--- src/rtl/fxp_ema_signal_engine_pkg.sv ---
// -----------------------------------------------------------------------------
// fxp_ema_signal_engine_pkg
//   Shared types and fixed-point helpers for the multi-channel EMA signal engine.
//   - engine_state_e : engine FSM states
//   - DEF_SHIFT_*    : default alpha shift of channel 0 and per-channel increment
//   - fxp_mul_shift  : signed multiply with an arithmetic right shift
//   - fxp_sat        : symmetric saturation to a signed width
//   Both helpers work on a wide (128-bit) signed carrier so they serve any
//   operand width up to 64 bits. Callers size-cast the result back down.
// -----------------------------------------------------------------------------
package fxp_ema_signal_engine_pkg;

    typedef enum logic [1:0] {
        IDLE   = 2'd0,
        UPDATE = 2'd1,
        DONE   = 2'd2
    } engine_state_e;

    localparam int DEF_SHIFT_BASE = 5;
    localparam int DEF_SHIFT_STEP = 2;

    // Full-precision signed product, then drop 'frac' fractional bits with
    // an arithmetic shift (rounds toward minus infinity).
    function automatic logic signed [127:0] fxp_mul_shift(
        input logic signed [63:0] a,
        input logic signed [63:0] b,
        input int                 frac
    );
        logic signed [127:0] p;
        p = 128'(a) * 128'(b);
        return p >>> frac;
    endfunction

    // Clamp to [-(2^(width-1)-1), 2^(width-1)-1]. The most negative code is
    // excluded so that taking the magnitude of the result can never overflow.
    function automatic logic signed [127:0] fxp_sat(
        input logic signed [127:0] acc,
        input int                  width
    );
        logic signed [127:0] maxv;
        maxv = (128'sd1 <<< (width - 1)) - 128'sd1;
        if (acc > maxv) begin
            return maxv;
        end else if (acc < -maxv) begin
            return -maxv;
        end
        return acc;
    endfunction

endpackage

--- src/rtl/fxp_ema_signal_engine_if.sv ---
// -----------------------------------------------------------------------------
// fxp_ema_signal_engine_if
//   Sample-in / result-out bundle of the EMA signal engine.
//   master : upstream sample source + downstream result consumer
//   slave  : the engine
//   in_valid/in_ready  sample handshake, with in_sample, w_flat, limit
//   out_valid/out_ready result handshake, with out_signal, out_over, out_warm
// -----------------------------------------------------------------------------
interface fxp_ema_signal_engine_if #(
    parameter int WIDTH = 32,
    parameter int N_CH  = 2
);
    logic                     in_valid;
    logic                     in_ready;
    logic signed [WIDTH-1:0]  in_sample;
    logic [N_CH*WIDTH-1:0]    w_flat;
    logic signed [WIDTH-1:0]  limit;
    logic                     out_valid;
    logic                     out_ready;
    logic signed [WIDTH-1:0]  out_signal;
    logic                     out_over;
    logic                     out_warm;

    modport master (
        output in_valid, in_sample, w_flat, limit, out_ready,
        input  in_ready, out_valid, out_signal, out_over, out_warm
    );

    modport slave (
        input  in_valid, in_sample, w_flat, limit, out_ready,
        output in_ready, out_valid, out_signal, out_over, out_warm
    );
endinterface

--- src/rtl/fxp_ema_signal_engine_ema_step.sv ---
// -----------------------------------------------------------------------------
// fxp_ema_signal_engine_ema_step
//   Combinational EMA update: ema_next = ema + (x - ema) >>> shift.
//   Ports: ema (current EMA), x (new sample), shift (alpha = 2^-shift),
//          ema_next (updated EMA).
//   The difference is formed one bit wider so x - ema cannot wrap; the
//   result always lies between ema and x, so it fits back into WIDTH.
// -----------------------------------------------------------------------------
module fxp_ema_signal_engine_ema_step #(
    parameter int WIDTH = 32
) (
    input  logic signed [WIDTH-1:0] ema,
    input  logic signed [WIDTH-1:0] x,
    input  logic [7:0]              shift,
    output logic signed [WIDTH-1:0] ema_next
);
    logic signed [WIDTH:0] ema_x;
    logic signed [WIDTH:0] x_x;
    logic signed [WIDTH:0] diff;
    logic signed [WIDTH:0] step;

    always_comb begin
        ema_x    = (WIDTH+1)'(ema);
        x_x      = (WIDTH+1)'(x);
        diff     = x_x - ema_x;
        step     = diff >>> shift;
        ema_next = WIDTH'(ema_x + step);
    end
endmodule

--- src/rtl/fxp_ema_signal_engine.sv ---
// -----------------------------------------------------------------------------
// fxp_ema_signal_engine
//   Multi-channel fixed-point EMA signal engine. Each accepted sample updates
//   N_CH EMAs (channel i uses alpha = 2^-(SHIFT_BASE + i*SHIFT_STEP)), one
//   channel per cycle through a shared EMA step unit, and accumulates
//   signal = sum(w_i * ema_i). The saturated signal is compared against a
//   runtime limit and a sticky risk flag is maintained.
//   Ports:
//     clk, rst_n  clock, synchronous active-low reset
//     risk_clr    clears risk_trip (a simultaneous new trip wins)
//     risk_trip   sticky OR of out_over
//     bus         slave side of fxp_ema_signal_engine_if (sample in, result out)
// -----------------------------------------------------------------------------
module fxp_ema_signal_engine
    import fxp_ema_signal_engine_pkg::*;
#(
    parameter int WIDTH        = 32,
    parameter int FRAC         = 16,
    parameter int N_CH         = 2,
    parameter int SHIFT_BASE   = DEF_SHIFT_BASE,
    parameter int SHIFT_STEP   = DEF_SHIFT_STEP,
    parameter int WARM_SAMPLES = 32
) (
    input  logic                    clk,
    input  logic                    rst_n,
    input  logic                    risk_clr,
    output logic                    risk_trip,
    fxp_ema_signal_engine_if.slave  bus
);
    localparam int ACC_W = 2*WIDTH + 4;
    localparam int IDX_W = (N_CH > 1) ? $clog2(N_CH) : 1;
    localparam int CNT_W = $clog2(WARM_SAMPLES + 1);

    engine_state_e state_q, state_d;

    logic [IDX_W-1:0]         idx_q, idx_d;
    logic signed [WIDTH-1:0]  ema_q [N_CH];
    logic signed [WIDTH-1:0]  ema_d [N_CH];
    logic signed [WIDTH-1:0]  w_q   [N_CH];
    logic signed [WIDTH-1:0]  w_d   [N_CH];
    logic signed [WIDTH-1:0]  x_q, x_d;
    logic signed [WIDTH-1:0]  limit_q, limit_d;
    logic signed [ACC_W-1:0]  acc_q, acc_d;
    logic                     seeded_q, seeded_d;
    logic [CNT_W-1:0]         count_q, count_d;
    logic signed [WIDTH-1:0]  out_signal_q, out_signal_d;
    logic                     out_over_q, out_over_d;
    logic                     out_warm_q, out_warm_d;
    logic                     risk_trip_q, risk_trip_d;

    // Per-channel operand selection for the shared step / MAC.
    logic signed [WIDTH-1:0]  ema_sel;
    logic signed [WIDTH-1:0]  w_sel;
    logic [7:0]               shift_sel;
    logic signed [WIDTH-1:0]  ema_stepped;
    logic signed [WIDTH-1:0]  ema_new;
    logic signed [ACC_W-1:0]  acc_next;
    logic signed [WIDTH-1:0]  sat_w;
    logic signed [WIDTH-1:0]  mag;
    logic signed [WIDTH-1:0]  lim_eff;
    logic                     over;
    logic                     last_ch;

    fxp_ema_signal_engine_ema_step #(.WIDTH(WIDTH)) u_ema_step (
        .ema      (ema_sel),
        .x        (x_q),
        .shift    (shift_sel),
        .ema_next (ema_stepped)
    );

    // Shared datapath for the channel selected by idx_q.
    always_comb begin
        ema_sel   = ema_q[idx_q];
        w_sel     = w_q[idx_q];
        shift_sel = 8'(SHIFT_BASE + int'(idx_q) * SHIFT_STEP);
        last_ch   = (int'(idx_q) == N_CH - 1);
        // The first sample after reset seeds every EMA directly.
        ema_new   = seeded_q ? ema_stepped : x_q;
        acc_next  = acc_q + ACC_W'(fxp_mul_shift(64'(w_sel), 64'(ema_new), FRAC));
        sat_w     = WIDTH'(fxp_sat(128'(acc_next), WIDTH));
        mag       = (sat_w < 0) ? -sat_w : sat_w;
        lim_eff   = limit_q[WIDTH-1] ? '0 : limit_q;
        over      = (mag > lim_eff);
    end

    // FSM: state register.
    always_ff @(posedge clk) begin
        if (!rst_n) begin
            state_q <= IDLE;
        end else begin
            state_q <= state_d;
        end
    end

    // FSM: next state.
    always_comb begin
        state_d = state_q;
        case (state_q)
            IDLE:    if (bus.in_valid) state_d = UPDATE;
            UPDATE:  if (last_ch)      state_d = DONE;
            DONE:    if (bus.out_ready) state_d = IDLE;
            default: state_d = IDLE;
        endcase
    end

    // FSM: outputs.
    always_comb begin
        bus.in_ready   = (state_q == IDLE);
        bus.out_valid  = (state_q == DONE);
        bus.out_signal = out_signal_q;
        bus.out_over   = out_over_q;
        bus.out_warm   = out_warm_q;
        risk_trip      = risk_trip_q;
    end

    // Datapath next-state.
    always_comb begin
        idx_d        = idx_q;
        ema_d        = ema_q;
        w_d          = w_q;
        x_d          = x_q;
        limit_d      = limit_q;
        acc_d        = acc_q;
        seeded_d     = seeded_q;
        count_d      = count_q;
        out_signal_d = out_signal_q;
        out_over_d   = out_over_q;
        out_warm_d   = out_warm_q;
        risk_trip_d  = risk_trip_q;

        if (risk_clr) begin
            risk_trip_d = 1'b0;
        end

        case (state_q)
            IDLE: begin
                if (bus.in_valid) begin
                    x_d     = bus.in_sample;
                    limit_d = bus.limit;
                    for (int i = 0; i < N_CH; i++) begin
                        w_d[i] = bus.w_flat[i*WIDTH +: WIDTH];
                    end
                    idx_d = '0;
                    acc_d = '0;
                end
            end
            UPDATE: begin
                ema_d[idx_q] = ema_new;
                acc_d        = acc_next;
                idx_d        = idx_q + IDX_W'(1);
                if (last_ch) begin
                    seeded_d = 1'b1;
                    if (count_q < CNT_W'(WARM_SAMPLES)) begin
                        count_d = count_q + CNT_W'(1);
                    end
                    out_warm_d   = (count_d >= CNT_W'(WARM_SAMPLES));
                    out_signal_d = sat_w;
                    out_over_d   = over;
                    // A new trip overrides a clear in the same cycle.
                    if (over) begin
                        risk_trip_d = 1'b1;
                    end
                end
            end
            default: ;
        endcase
    end

    // Datapath registers.
    always_ff @(posedge clk) begin
        if (!rst_n) begin
            idx_q        <= '0;
            x_q          <= '0;
            limit_q      <= '0;
            acc_q        <= '0;
            seeded_q     <= 1'b0;
            count_q      <= '0;
            out_signal_q <= '0;
            out_over_q   <= 1'b0;
            out_warm_q   <= 1'b0;
            risk_trip_q  <= 1'b0;
            for (int i = 0; i < N_CH; i++) begin
                ema_q[i] <= '0;
                w_q[i]   <= '0;
            end
        end else begin
            idx_q        <= idx_d;
            x_q          <= x_d;
            limit_q      <= limit_d;
            acc_q        <= acc_d;
            seeded_q     <= seeded_d;
            count_q      <= count_d;
            out_signal_q <= out_signal_d;
            out_over_q   <= out_over_d;
            out_warm_q   <= out_warm_d;
            risk_trip_q  <= risk_trip_d;
            ema_q        <= ema_d;
            w_q          <= w_d;
        end
    end
endmodule

--- src/flat_wrapper.sv ---
// flat-port wrapper written by rule: the top's interface ports become plain ports
module fxp_ema_signal_engine_flat import fxp_ema_signal_engine_pkg::*;
#(
    parameter int WIDTH        = 32,
    parameter int FRAC         = 16,
    parameter int N_CH         = 2,
    parameter int SHIFT_BASE   = DEF_SHIFT_BASE,
    parameter int SHIFT_STEP   = DEF_SHIFT_STEP,
    parameter int WARM_SAMPLES = 32
)
  (clk, rst_n, risk_clr, risk_trip, bus_in_valid, bus_in_sample, bus_w_flat, bus_limit, bus_out_ready, bus_in_ready, bus_out_valid, bus_out_signal, bus_out_over, bus_out_warm);
  fxp_ema_signal_engine_if #(.WIDTH(WIDTH), .N_CH(N_CH)) bus_i ();
  input  logic clk;
  input  logic rst_n;
  input  logic risk_clr;
  output logic risk_trip;
  input wire logic [$bits(bus_i.in_valid)-1:0] bus_in_valid;
  input wire logic [$bits(bus_i.in_sample)-1:0] bus_in_sample;
  input wire logic [$bits(bus_i.w_flat)-1:0] bus_w_flat;
  input wire logic [$bits(bus_i.limit)-1:0] bus_limit;
  input wire logic [$bits(bus_i.out_ready)-1:0] bus_out_ready;
  output wire logic [$bits(bus_i.in_ready)-1:0] bus_in_ready;
  output wire logic [$bits(bus_i.out_valid)-1:0] bus_out_valid;
  output wire logic [$bits(bus_i.out_signal)-1:0] bus_out_signal;
  output wire logic [$bits(bus_i.out_over)-1:0] bus_out_over;
  output wire logic [$bits(bus_i.out_warm)-1:0] bus_out_warm;
  assign bus_i.in_valid = bus_in_valid;
  assign bus_i.in_sample = bus_in_sample;
  assign bus_i.w_flat = bus_w_flat;
  assign bus_i.limit = bus_limit;
  assign bus_i.out_ready = bus_out_ready;
  assign bus_in_ready = bus_i.in_ready;
  assign bus_out_valid = bus_i.out_valid;
  assign bus_out_signal = bus_i.out_signal;
  assign bus_out_over = bus_i.out_over;
  assign bus_out_warm = bus_i.out_warm;
  fxp_ema_signal_engine #(.WIDTH(WIDTH), .FRAC(FRAC), .N_CH(N_CH), .SHIFT_BASE(SHIFT_BASE), .SHIFT_STEP(SHIFT_STEP), .WARM_SAMPLES(WARM_SAMPLES)) u_core (.clk(clk), .rst_n(rst_n), .risk_clr(risk_clr), .risk_trip(risk_trip), .bus(bus_i));
endmodule
--- config.mk ---
export PLATFORM = sky130hd
export DESIGN_NAME = fxp_ema_signal_engine_flat
export DESIGN_NICKNAME = d
export VERILOG_FILES = /design/src/rtl/fxp_ema_signal_engine_pkg.sv /design/src/rtl/fxp_ema_signal_engine_if.sv /design/src/rtl/fxp_ema_signal_engine_ema_step.sv /design/src/rtl/fxp_ema_signal_engine.sv /design/src/flat_wrapper.sv
export SDC_FILE = /design/constraint.sdc
export NUM_CORES = 2
export LEC_CHECK = 0
export CELL_PAD_IN_SITES_DETAIL_PLACEMENT = 0
export CELL_PAD_IN_SITES_GLOBAL_PLACEMENT = 1
export CORE_MARGIN = 1
export CORE_UTILIZATION = 50
export CTS_CLUSTER_DIAMETER = 60
export DETAILED_ROUTE_END_ITERATION = 12
export PLACE_DENSITY_LB_ADDON = 0.1
export SLEW_MARGIN = 20
export SYNTH_ARGS = -nofsm -noshare
export SYNTH_HDL_FRONTEND = slang
export SYNTH_SLANG_ARGS = --single-unit
--- constraint.sdc ---
create_clock -name clk -period 26 [get_ports clk]
set_clock_uncertainty 0.1 [all_clocks]
set_input_delay 6.5 -clock clk [delete_from_list [all_inputs] [get_ports clk]]
set_output_delay 6.5 -clock clk [all_outputs]
set_load 0.005 [all_outputs]
==> flow_metrics.py <==
metrics = {
    "outcome": {
        "outcome": "finished clean",
    },
    "worst_setup_path": {
        "critPathKind": "reg -> reg",
        "cp.arrival_ns": 24.01,
        "worstPathRequired_ns": 26.33,
        "reg2reg_to": "u_core.risk_trip$_SDFF_PN0_",
        "max_stage_delay_ns": 0.71,
        "start_kind": "register",
        "critPathMaxFanout": 43,
        "crit_top_cell": "a21oi_1",
        "critPathBufInv": 4,
        "r2r_start": "u_core.idx_q$_SDFFE_PN0P_",
        "rr_worst_depth": 93,
        "r2r_slack_ns": 2.32,
        "end_kind": "register",
        "crit_family": "compound AO/OA/AOI/OAI gates",
        "crit_slowest_cell": "or4_1",
    },
    "timing": {
        "finalHoldViolCount": 0,
        "drv_slew": 0,
        "setup_viol": 0,
        "period_minus_slack_ns": 23.68,
        "period_share": 0.911,
        "rsz0062_at_grt": "false",
        "worst_slack_ns": 2.32,
        "relSlewSlack": 0.240,
        "max_freq_mhz": 42.2,
        "tns_ns": 0,
        "worst_slew_pin_slew_ns": 1.12,
    },
    "logic_synthesis": {
        "synth.most_common_cell": "nand2_1",
        "yosysWarnings": 0,
        "syn-num-nets": 8304,
        "yosys_most_used_dff": "dfxtp_1",
        "synthDistinctLibCells": 115,
        "ys_ff_latch": 305,
        "yosysSeqAreaShare": 0.108,
        "synth_edf_count": 0,
        "synth_commonest_cells": "nand2_1 (1,250), inv_1 (1,137), fa_1 (1,084)",
        "synth.cell_area_mm2": 0.0566,
        "synth_area_leaders": "fa_1 (38%), dfxtp_1 (11%), nand2_1 (8.3%)",
        "avgSynthCellArea_um2": 8.40,
        "yosys.area.top_type": "fa_1",
        "synthCells": 6741,
        "netlist.area_leader.share": 0.383,
        "ys_async_sr_fraction": 0,
    },
    "floorplan": {
        "fp.dieH_um": 338,
        "ios": 170,
        "fp.dieArea_mm2": 0.115,
        "core_mm2": 0.112,
        "rows": 123,
        "start_util": 0.504,
        "die_w_um": 338,
    },
    "finish": {
        "diodes": 0,
        "area_growth_pct": 7.88,
        "drive_above_1_share": 0.0481,
        "fin_nets": 8266,
        "final_cell_area_mm2": 0.0611,
        "final_util": 0.544,
    },
    "global_route": {
        "grt_pass1_wl_mm": 285,
        "grt-ovfl-total": 0,
        "antenna_found_initial": 5,
        "grt.total_usage": 0.322,
        "gr-usage-met1": 0.430,
        "met2_usage": 0.531,
        "first_global_vias": 48100,
        "grt_use_met3": 0.0593,
        "top_usage_layer": "met2",
        "grt_max_degree": 127,
    },
    "min_path": {
        "hold-path-endpoint": "u_core.bus.out_signal[29]$_SDFFE_PN0P_",
        "holdCritStartpoint": "u_core.bus.out_signal[29]$_SDFFE_PN0P_",
        "whs_path_depth": 2,
        "holdCritPathClass": "reg -> reg",
    },
    "place": {
        "place_ws_ns": 2.73,
        "dp_hpwl_mm": 142,
        "place_congestion": 0.937,
        "dpl_cell_area_mm2": 0.0596,
        "io_buffers": 169,
    },
    "pwr": {
        "power_density_mw_per_mm2": 107,
        "p_leak_nw": 28.9,
        "vdd_drop_max_mv": 0.148,
    },
    "routing": {
        "drtAntennaViolNets": 0,
        "wirelength_mm": 181,
        "viasPerCell": 5.61,
        "wire_per_inst_um": 22.0,
        "num_vias": 46200,
        "first_iter_violations": 3191,
        "dr.pass1.iters": 6,
        "drc": 0,
    },
    "cts": {
        "cts_root_buf": "clkbuf_16",
        "cts_buffers": 39,
        "cts.sinks": 305,
        "path_clk_slew_ns": 0.06,
        "htreeDepth": 2,
        "cts_tree": "yes",
        "cts_buffer_depth": 3,
        "cts_hold_buf": 0,
        "post_cts_buffers": 0,
        "post_cts_resized": 0,
        "clk_latency_ns": 0.59,
    },
    "flow_run": {
        "drv_cap": 0,
    },
}
[worst max-delay path by stage]
stage	startpoint	endpoint	slack, ns	cells after the start
after floorplan	u_core.idx_q$_SDFFE_PN0P_	u_core.bus.out_over$_SDFFE_PN0P_	4.98	97
after global placement	u_core.idx_q$_SDFFE_PN0P_	u_core.bus.out_over$_SDFFE_PN0P_	3.21	90
after detailed placement	u_core.idx_q$_SDFFE_PN0P_	u_core.bus.out_over$_SDFFE_PN0P_	2.73	93
after CTS	u_core.idx_q$_SDFFE_PN0P_	u_core.bus.out_over$_SDFFE_PN0P_	2.64	93
after global routing	u_core.idx_q$_SDFFE_PN0P_	u_core.bus.out_over$_SDFFE_PN0P_	0.97	93
final	u_core.idx_q$_SDFFE_PN0P_	u_core.risk_trip$_SDFF_PN0_	2.32	93
[stage by stage]
stage,power (mW),hold WS (ns),std cells
finish,6.50,0.353,8234
global route,7.05,0.371,8234
CTS,6.48,0.356,8234
detailed placement,5.81,0.346,8162
global placement,5.80,0.340,8162
floorplan,4.32,0.332,6741
[layout by cell type (no fill, tap or decap), types with 100 or more instances in the layout]
cell,instances
a21o_1,100
a21oi_1,396
clkdlybuf4s50_1,169
dfxtp_1,303
fa_1,1084
ha_1,346
inv_1,1136
nand2_1,1248
nand3_1,109
nor2_1,495
nor3_1,102
o21ai_0,111
xnor2_1,107
[logic make-up after synthesis]
group                    after synthesis  share of synthesized area
buffers and inverters               1477                      0.101
XOR/XNOR                             171                     0.0268
flip-flops                           305                      0.108
AND/OR/NAND/NOR                     2301                      0.176
multiplexers                         151                     0.0282
AO/OA/AOI/OAI                        906                      0.101
adder cells (fa/ha/maj)             1430                      0.460
[worst reg2reg max path, delay by kind of cell, from the launching register on]
| family | cells | cell delay, ns |
|---|---|---|
| adders and majority gates | 14 | 6.05 |
| and+or+nand+nor | 25 | 4.83 |
| buffers and inverters | 4 | 1.22 |
| muxes | 3 | 0.92 |
| DFF | 1 | 0.61 |
| AOI/OAI and AO/OA | 44 | 9.28 |
| xor gates and xnor gates | 3 | 0.59 |
[state kept, by name (all words and copies together) (netlist names), named ones only]
| register | cells |
|---|---|
| u_core.count_q | 5 |
| u_core.risk_trip | 1 |
| u_core.bus.out_warm | 1 |
| u_core.w_q | 64 |
| u_core.bus.out_signal | 32 |
| u_core.idx_q | 1 |
| u_core.x_q | 32 |
| u_core.acc_q | 68 |
| u_core.state_q | 2 |
| u_core.ema_q | 64 |
| u_core.seeded_q | 1 |
| u_core.bus.out_over | 1 |
| u_core.limit_q | 32 |
[final cells by class]
type,count,area [um2]
fill,10700,51300
inverter,1138,4280
tap,1500,1880
timing repair buffer,260,2370
sequential,305,6110
clock buffer,49,1050
multi-input combinational,4959,45000
clock inverter,23,400
[per-layer routing]
layer | wire length [um] | vias to the layer above | share of wire
met5 | 13 | - | 0.000072
met4 | 6690 | 2 | 0.037
met3 | 13100 | 317 | 0.072
met2 | 85400 | 1470 | 0.47
met1 | 76000 | 23400 | 0.42
li1 | - | 20900 | -
[report_power, final]
part           switching (mW)  internal (mW)
Combinational            3.43           1.87
Sequential             0.0518          0.542
Clock                   0.242          0.374
Total                    3.72           2.78
Power figures use the tool's default switching activity.
